## config.mk

```make
export PLATFORM = sky130hd
export DESIGN_NAME = lsu_stage
export DESIGN_NICKNAME = d
export VERILOG_FILES = /design/src/rtl/lsu_pkg.sv /design/src/rtl/lsu_align.sv /design/src/rtl/lsu_stage.sv
export SDC_FILE = /design/constraint.sdc
export NUM_CORES = 1
export LEC_CHECK = 0
export CAP_MARGIN = 15
export CELL_PAD_IN_SITES_DETAIL_PLACEMENT = 1
export CELL_PAD_IN_SITES_GLOBAL_PLACEMENT = 1
export CORE_MARGIN = 5
export CORE_UTILIZATION = 36
export CTS_CLUSTER_DIAMETER = 60
export DETAILED_ROUTE_END_ITERATION = 8
export PLACE_DENSITY_LB_ADDON = 0.2
export SETUP_SLACK_MARGIN = 0.4
export SYNTH_ARGS = -nofsm -noshare
export SYNTH_HDL_FRONTEND = slang
export SYNTH_SLANG_ARGS = --single-unit
```

## constraint.sdc

```tcl
create_clock -name clk -period 5.79 [get_ports clk]
set_clock_uncertainty 0.15 [all_clocks]
set_input_delay 1.4475 -clock clk [delete_from_list [all_inputs] [get_ports clk]]
set_output_delay 1.4475 -clock clk [all_outputs]
set_load 0.01 [all_outputs]
```

## src/rtl/lsu_pkg.sv

```systemverilog
// Shared encodings for the load/store unit: access sizes, FSM states and the
// alignment rule used at request acceptance.
package lsu_pkg;

  localparam logic [1:0] SZ_B = 2'd0;
  localparam logic [1:0] SZ_H = 2'd1;
  localparam logic [1:0] SZ_W = 2'd2;

  localparam logic [2:0] ST_IDLE   = 3'd0;
  localparam logic [2:0] ST_LD     = 3'd1;
  localparam logic [2:0] ST_RMW_RD = 3'd2;
  localparam logic [2:0] ST_RMW_WR = 3'd3;
  localparam logic [2:0] ST_ST     = 3'd4;
  localparam logic [2:0] ST_ERR    = 3'd5;

  typedef enum logic [2:0] {
    S_IDLE   = ST_IDLE,
    S_LD     = ST_LD,
    S_RMW_RD = ST_RMW_RD,
    S_RMW_WR = ST_RMW_WR,
    S_ST     = ST_ST,
    S_ERR    = ST_ERR
  } state_e;

  // Size 3 has no meaning and is folded into the misaligned case.
  function automatic logic misaligned(input logic [1:0] size, input logic [1:0] a);
    logic m;
    case (size)
      SZ_B:    m = 1'b0;
      SZ_H:    m = a[0];
      SZ_W:    m = (a != 2'b00);
      default: m = 1'b1;
    endcase
    return m;
  endfunction

endpackage

```

## src/rtl/lsu_align.sv

```systemverilog
// Byte-lane steering: extracts and extends a load value from a memory word,
// and merges sub-word store data into a word read back for read-modify-write.
module lsu_align
  import lsu_pkg::*;
(
  input  logic [31:0] word_i,
  input  logic [1:0]  addr_i,
  input  logic [1:0]  size_i,
  input  logic        unsigned_i,
  input  logic [31:0] wdata_i,
  output logic [31:0] ld_data_o,
  output logic [31:0] st_word_o
);

  logic [4:0]  sh;
  logic [31:0] shifted;
  logic [31:0] lane_mask;
  logic [31:0] lane_data;

  assign sh      = {addr_i, 3'b000};
  assign shifted = word_i >> sh;

  always_comb begin
    ld_data_o = shifted;
    lane_mask = '1;
    lane_data = wdata_i;
    case (size_i)
      SZ_B: begin
        ld_data_o = {{24{~unsigned_i & shifted[7]}}, shifted[7:0]};
        lane_mask = 32'h0000_00FF << sh;
        lane_data = {4{wdata_i[7:0]}};
      end
      SZ_H: begin
        ld_data_o = {{16{~unsigned_i & shifted[15]}}, shifted[15:0]};
        lane_mask = 32'h0000_FFFF << {addr_i[1], 4'b0000};
        lane_data = {2{wdata_i[15:0]}};
      end
      default: ;
    endcase
  end

  // Replicated store data lets the mask alone pick the destination lanes.
  assign st_word_o = (word_i & ~lane_mask) | (lane_data & lane_mask);

endmodule

```

## src/rtl/lsu_stage.sv

```systemverilog
// Load/store unit FSM: turns byte/half/word requests into word-aligned
// accesses on the memory stage's level req / pulsed fin handshake.
module lsu_stage
  import lsu_pkg::*;
(
  input  logic        clk,
  input  logic        reset,
  input  logic        req_valid,
  output logic        req_ready,
  input  logic        req_store,
  input  logic [1:0]  req_size,
  input  logic        req_unsigned,
  input  logic [31:0] req_addr,
  input  logic [31:0] req_wdata,
  output logic        done,
  output logic [31:0] rdata,
  output logic        err,
  output logic        mem_rd_req,
  output logic        mem_wr_req,
  input  logic        mem_rd_fin,
  input  logic        mem_wr_fin,
  output logic [31:0] mem_rd_addr,
  output logic [31:0] mem_wr_addr,
  output logic [31:0] mem_wr_data,
  input  logic [31:0] mem_rd_data
);

  state_e      state_q;
  logic [31:0] addr_q;
  logic [1:0]  size_q;
  logic        uns_q;
  logic [31:0] wdata_q;
  logic        done_q;
  logic        err_q;
  logic [31:0] rdata_q;
  logic        rd_req_q;
  logic        wr_req_q;
  logic [31:0] wr_data_q;

  logic [31:0] ld_data;
  logic [31:0] st_word;

  lsu_align u_align (
    .word_i     (mem_rd_data),
    .addr_i     (addr_q[1:0]),
    .size_i     (size_q),
    .unsigned_i (uns_q),
    .wdata_i    (wdata_q),
    .ld_data_o  (ld_data),
    .st_word_o  (st_word)
  );

  assign req_ready   = (state_q == S_IDLE);
  assign done        = done_q;
  assign err         = err_q;
  assign rdata       = rdata_q;
  assign mem_rd_req  = rd_req_q;
  assign mem_wr_req  = wr_req_q;
  assign mem_wr_data = wr_data_q;
  assign mem_rd_addr = {addr_q[31:2], 2'b00};
  assign mem_wr_addr = {addr_q[31:2], 2'b00};

  // Each req drops on the edge its fin is sampled; fins for the other
  // direction are simply not looked at in that state.
  always_ff @(posedge clk or posedge reset) begin
    if (reset) begin
      state_q   <= S_IDLE;
      addr_q    <= '0;
      size_q    <= '0;
      uns_q     <= 1'b0;
      wdata_q   <= '0;
      done_q    <= 1'b0;
      err_q     <= 1'b0;
      rdata_q   <= '0;
      rd_req_q  <= 1'b0;
      wr_req_q  <= 1'b0;
      wr_data_q <= '0;
    end else begin
      done_q <= 1'b0;
      case (state_q)
        S_IDLE: if (req_valid) begin
          addr_q  <= req_addr;
          size_q  <= req_size;
          uns_q   <= req_unsigned;
          wdata_q <= req_wdata;
          if (misaligned(req_size, req_addr[1:0])) begin
            state_q <= S_ERR;
          end else if (!req_store) begin
            rd_req_q <= 1'b1;
            state_q  <= S_LD;
          end else if (req_size == SZ_W) begin
            wr_req_q  <= 1'b1;
            wr_data_q <= req_wdata;
            state_q   <= S_ST;
          end else begin
            rd_req_q <= 1'b1;
            state_q  <= S_RMW_RD;
          end
        end
        S_LD: if (mem_rd_fin) begin
          rd_req_q <= 1'b0;
          rdata_q  <= ld_data;
          err_q    <= 1'b0;
          done_q   <= 1'b1;
          state_q  <= S_IDLE;
        end
        S_RMW_RD: if (mem_rd_fin) begin
          rd_req_q  <= 1'b0;
          wr_req_q  <= 1'b1;
          wr_data_q <= st_word;
          state_q   <= S_RMW_WR;
        end
        S_RMW_WR, S_ST: if (mem_wr_fin) begin
          wr_req_q <= 1'b0;
          err_q    <= 1'b0;
          done_q   <= 1'b1;
          state_q  <= S_IDLE;
        end
        S_ERR: begin
          done_q  <= 1'b1;
          err_q   <= 1'b1;
          state_q <= S_IDLE;
        end
        default: state_q <= S_IDLE;
      endcase
    end
  end

endmodule

```

==> metrics.md <==
| Metric | Value |
|---|---|
| Area grow syn2layout | `34.3%` |
| First-pass GRT wire length | `40600 um` |
| Reg-to-Reg End | `rdata[31]` |
| Most frequent cells in the layout | `clkdlybuf4s50_1, dfrtp_1, mux2_2, nor2_1, nand2_1` |
| Peak supply drop | `around 0.00022 V` |
| CP Class | `flip-flop to output port` |
| Global Route met2 Usage | `36.3%` |
| Worst r2r src | `state_q[0]` |
| Yosys Warn Count | `0` |
| Final setup vio count | `0` |
| # clock sinks | `around 140` |
| Starting Density | `36.3%` |
| M3 GR Usage | `under 10%` |
| Fmax | `0.268 GHz` |
| Ports | `238` |
| Most used flip-flop cell after synthesis | `dfrtp_1` |
| Grt met1 use | `between 20% and 30%` |
| Share of the synthesized area in the top cell type | `approximately 46%` |
| Share of cells above drive strength 1 | `roughly 16%` |
| Most Crowded Layer GR | `met2` |
| Mapped cell area | `7580 um2` |
| Leakage power | `approximately 0.0041 uW` |
| DRC errors left | `0` |
| EDFF count, synth | `0` |
| Skew-Pair Late Insertion Delay | `between 400 and 500 ps` |
| Antenna Nets Post-Route | `0` |
| CTS resizes | `0` |
| Postcts setup bufs | `0` |
| Max_cap viols | `0` |
| Die W | `155 um` |
| Hold_buf cts | `0` |
| Hold Path Origin | `rdata[15]` |
| Syn_area_per_cell | `between 10 and 15 um2` |
| PwrDens | `a little under 600 nW/um2` |
| Nets | `between 900 and 1000` |
| CP endpoint kind | `output port` |
| CTS Buf Count | `17` |
| Worst EP arrival | `2140 ps` |
| Fin crit share | `between 60% and 70%` |
| HPWL after detailed placement | `a little under 20000 um` |
| Leading post-synthesis cells by cell area | `dfrtp_1, mux2_2, buf_4, mux2i_1, nor2_1` |
| Asr flop ratio synth | `100%` |
| All-Layer GR Usage | `about 22%` |
| Worst EP required | `approximately 4200 ps` |
| H-tree depth | `4` |
| Place WS | `between 1500 and 2000 ps` |
| Grt total ovfl | `0` |
| Port Buf Inserts | `around 230` |
| Largest net degree at the start of global routing | `65` |
| Post-DR wirelength/cell | `22.8 um` |
| Vias in the first global route | `6700` |
| Hold Path End | `rdata[15]` |
| Status | `complete, no violations` |
| Pre-antenna DRT Iters | `5` |
| DIE HEIGHT | `around 160 um` |
| RSZ-0062 raised after global routing | `false` |
| CTS tree | `yes` |
| 1st-iter DRT viols | `406` |
| Final hold viol count | `0` |
| Worst min path class | `flip-flop to flip-flop` |
| Total core area | `20900 um2` |
| Startpoint types | `flip-flop` |
| Slew Limit Fails | `0` |
| Slew @ Worst Pin | `1140 ps` |
| Dominant cell type by area after synthesis | `dfrtp_1` |
| Commonest non-fill, non-tap cell in the layout | `clkdlybuf4s50_1` |
| Worst slew margin | `23.6%` |
| Worst hold path cell count | `1` |
| CTS root buffer | `clkbuf_16` |
| Synth cell types | `56` |
| R2R depth | `4` |
| Clock buffer depth | `2` |
| Die area | `24100 um2` |
| # diodes | `0` |
| Initial antenna violation count | `0` |
| Post-synthesis sequential area ratio | `between 40 and 50%` |
| Flops & latches, synth | `138` |
| Period minus WS final | `roughly 3700 ps` |
| CP Max Fanout | `23` |
| Row Count | `53` |
| Worst setup margin | `just over 2000 ps` |
| Worst-path clk slew | `60 ps` |
| Syn Inst Count | `around 730` |
| Final TNS setup | `0 ps` |
| Routability Congestion | `between 0.8 and 0.9` |
| Drt total wl | `about 26000 um` |
| Via count | `about 6300` |
| Setup slack, reg-to-reg | `around 2900 ps` |
| Vias per inst | `between 5 and 6` |
==> layer usage <==
layer  vias up  wire length [um]
met5         -                 0
met4         0               478
met3        37              1760
met2       243             12900
met1      3212             11300
li1       2846                 -
==> where the power goes <==
part | total (uW) | leakage, uW | internal, uW | switching (uW)
combinational | 2980 | 0.00219 | 1570 | 1410
clock | 1100 | 0.000272 | 648 | 456
sequential | 1910 | 0.00166 | 1440 | 472
==> flip-flops by register name, summed over array words and instances, names as in the netlist, 2 cells and up <==
signal,cells
addr_q,32
mem_wr_data,32
rdata,32
size_q,2
state_q,3
wdata_q,32
==> worst max-delay path, cell delays in order, from the launching register on <==
cell and delay [ps]:
dfrtp_1 670, nor3_1 430, clkdlybuf4s50_1 610
==> layout make-up <==
cell class	count	area, um2
fillers	2242	10700
inverters	6	27.5
clock inverters	13	146
flip-flops and latches	138	3450
multi-input cells	471	3360
clock buffers	19	443
well taps	275	344
repair buffers	242	2400
==> cell families (layout without fill, tap and decap cells) <==
kind of cell	count (synthesis)	count (layout)	share of synthesized area (%)
other	1	4	0.0495
flip-flops	138	138	45.6
AO/OA/AOI/OAI	181	181	16.8
AND/OR/NAND/NOR	167	167	10.1
buffers and inverters	123	280	10.3
XOR/XNOR	1	1	0.116
multiplexers	118	118	17.1
==> per-stage QoR <==
stage / util (%) / hold WS [ps] / cell area (um2) / cells / total power, uW
floorplan: - / 330 / 7590 / 732 / 3750
global placement: 45.9 / 329 / 9590 / 1132 / 4810
detailed placement: 45.9 / 330 / 9590 / 1132 / 4910
CTS: 48.7 / 344 / 10200 / 1164 / 6040
global route: 48.7 / 374 / 10200 / 1164 / 6340
finish: 48.7 / 342 / 10200 / 1164 / 5990
==> cell usage after synthesis, types with 16 or more instances <==
cell,number
mux2i_1,35
o21ai_0,47
mux2_2,82
dfrtp_1,138
a22o_1,16
buf_4,67
a21oi_1,32
buf_2,22
nor2_1,63
clkbuf_1,20
a31oi_1,16
nand3_1,17
nand2_1,54
==> how the worst max path moves through the flow <==
stage | startpoint | end | depth (start not counted)
after detailed placement | req_store | mem_wr_data[31] | 5
after global placement | req_store | mem_wr_data[6] | 5
final | state_q[1] | req_ready | 2
after floorplan | reset | addr_q[0] | 1
after CTS | state_q[1] | req_ready | 2
after global routing | mem_rd_fin | rdata[28] | 5
No activity file was read; power rests on OpenSTA's default activity.
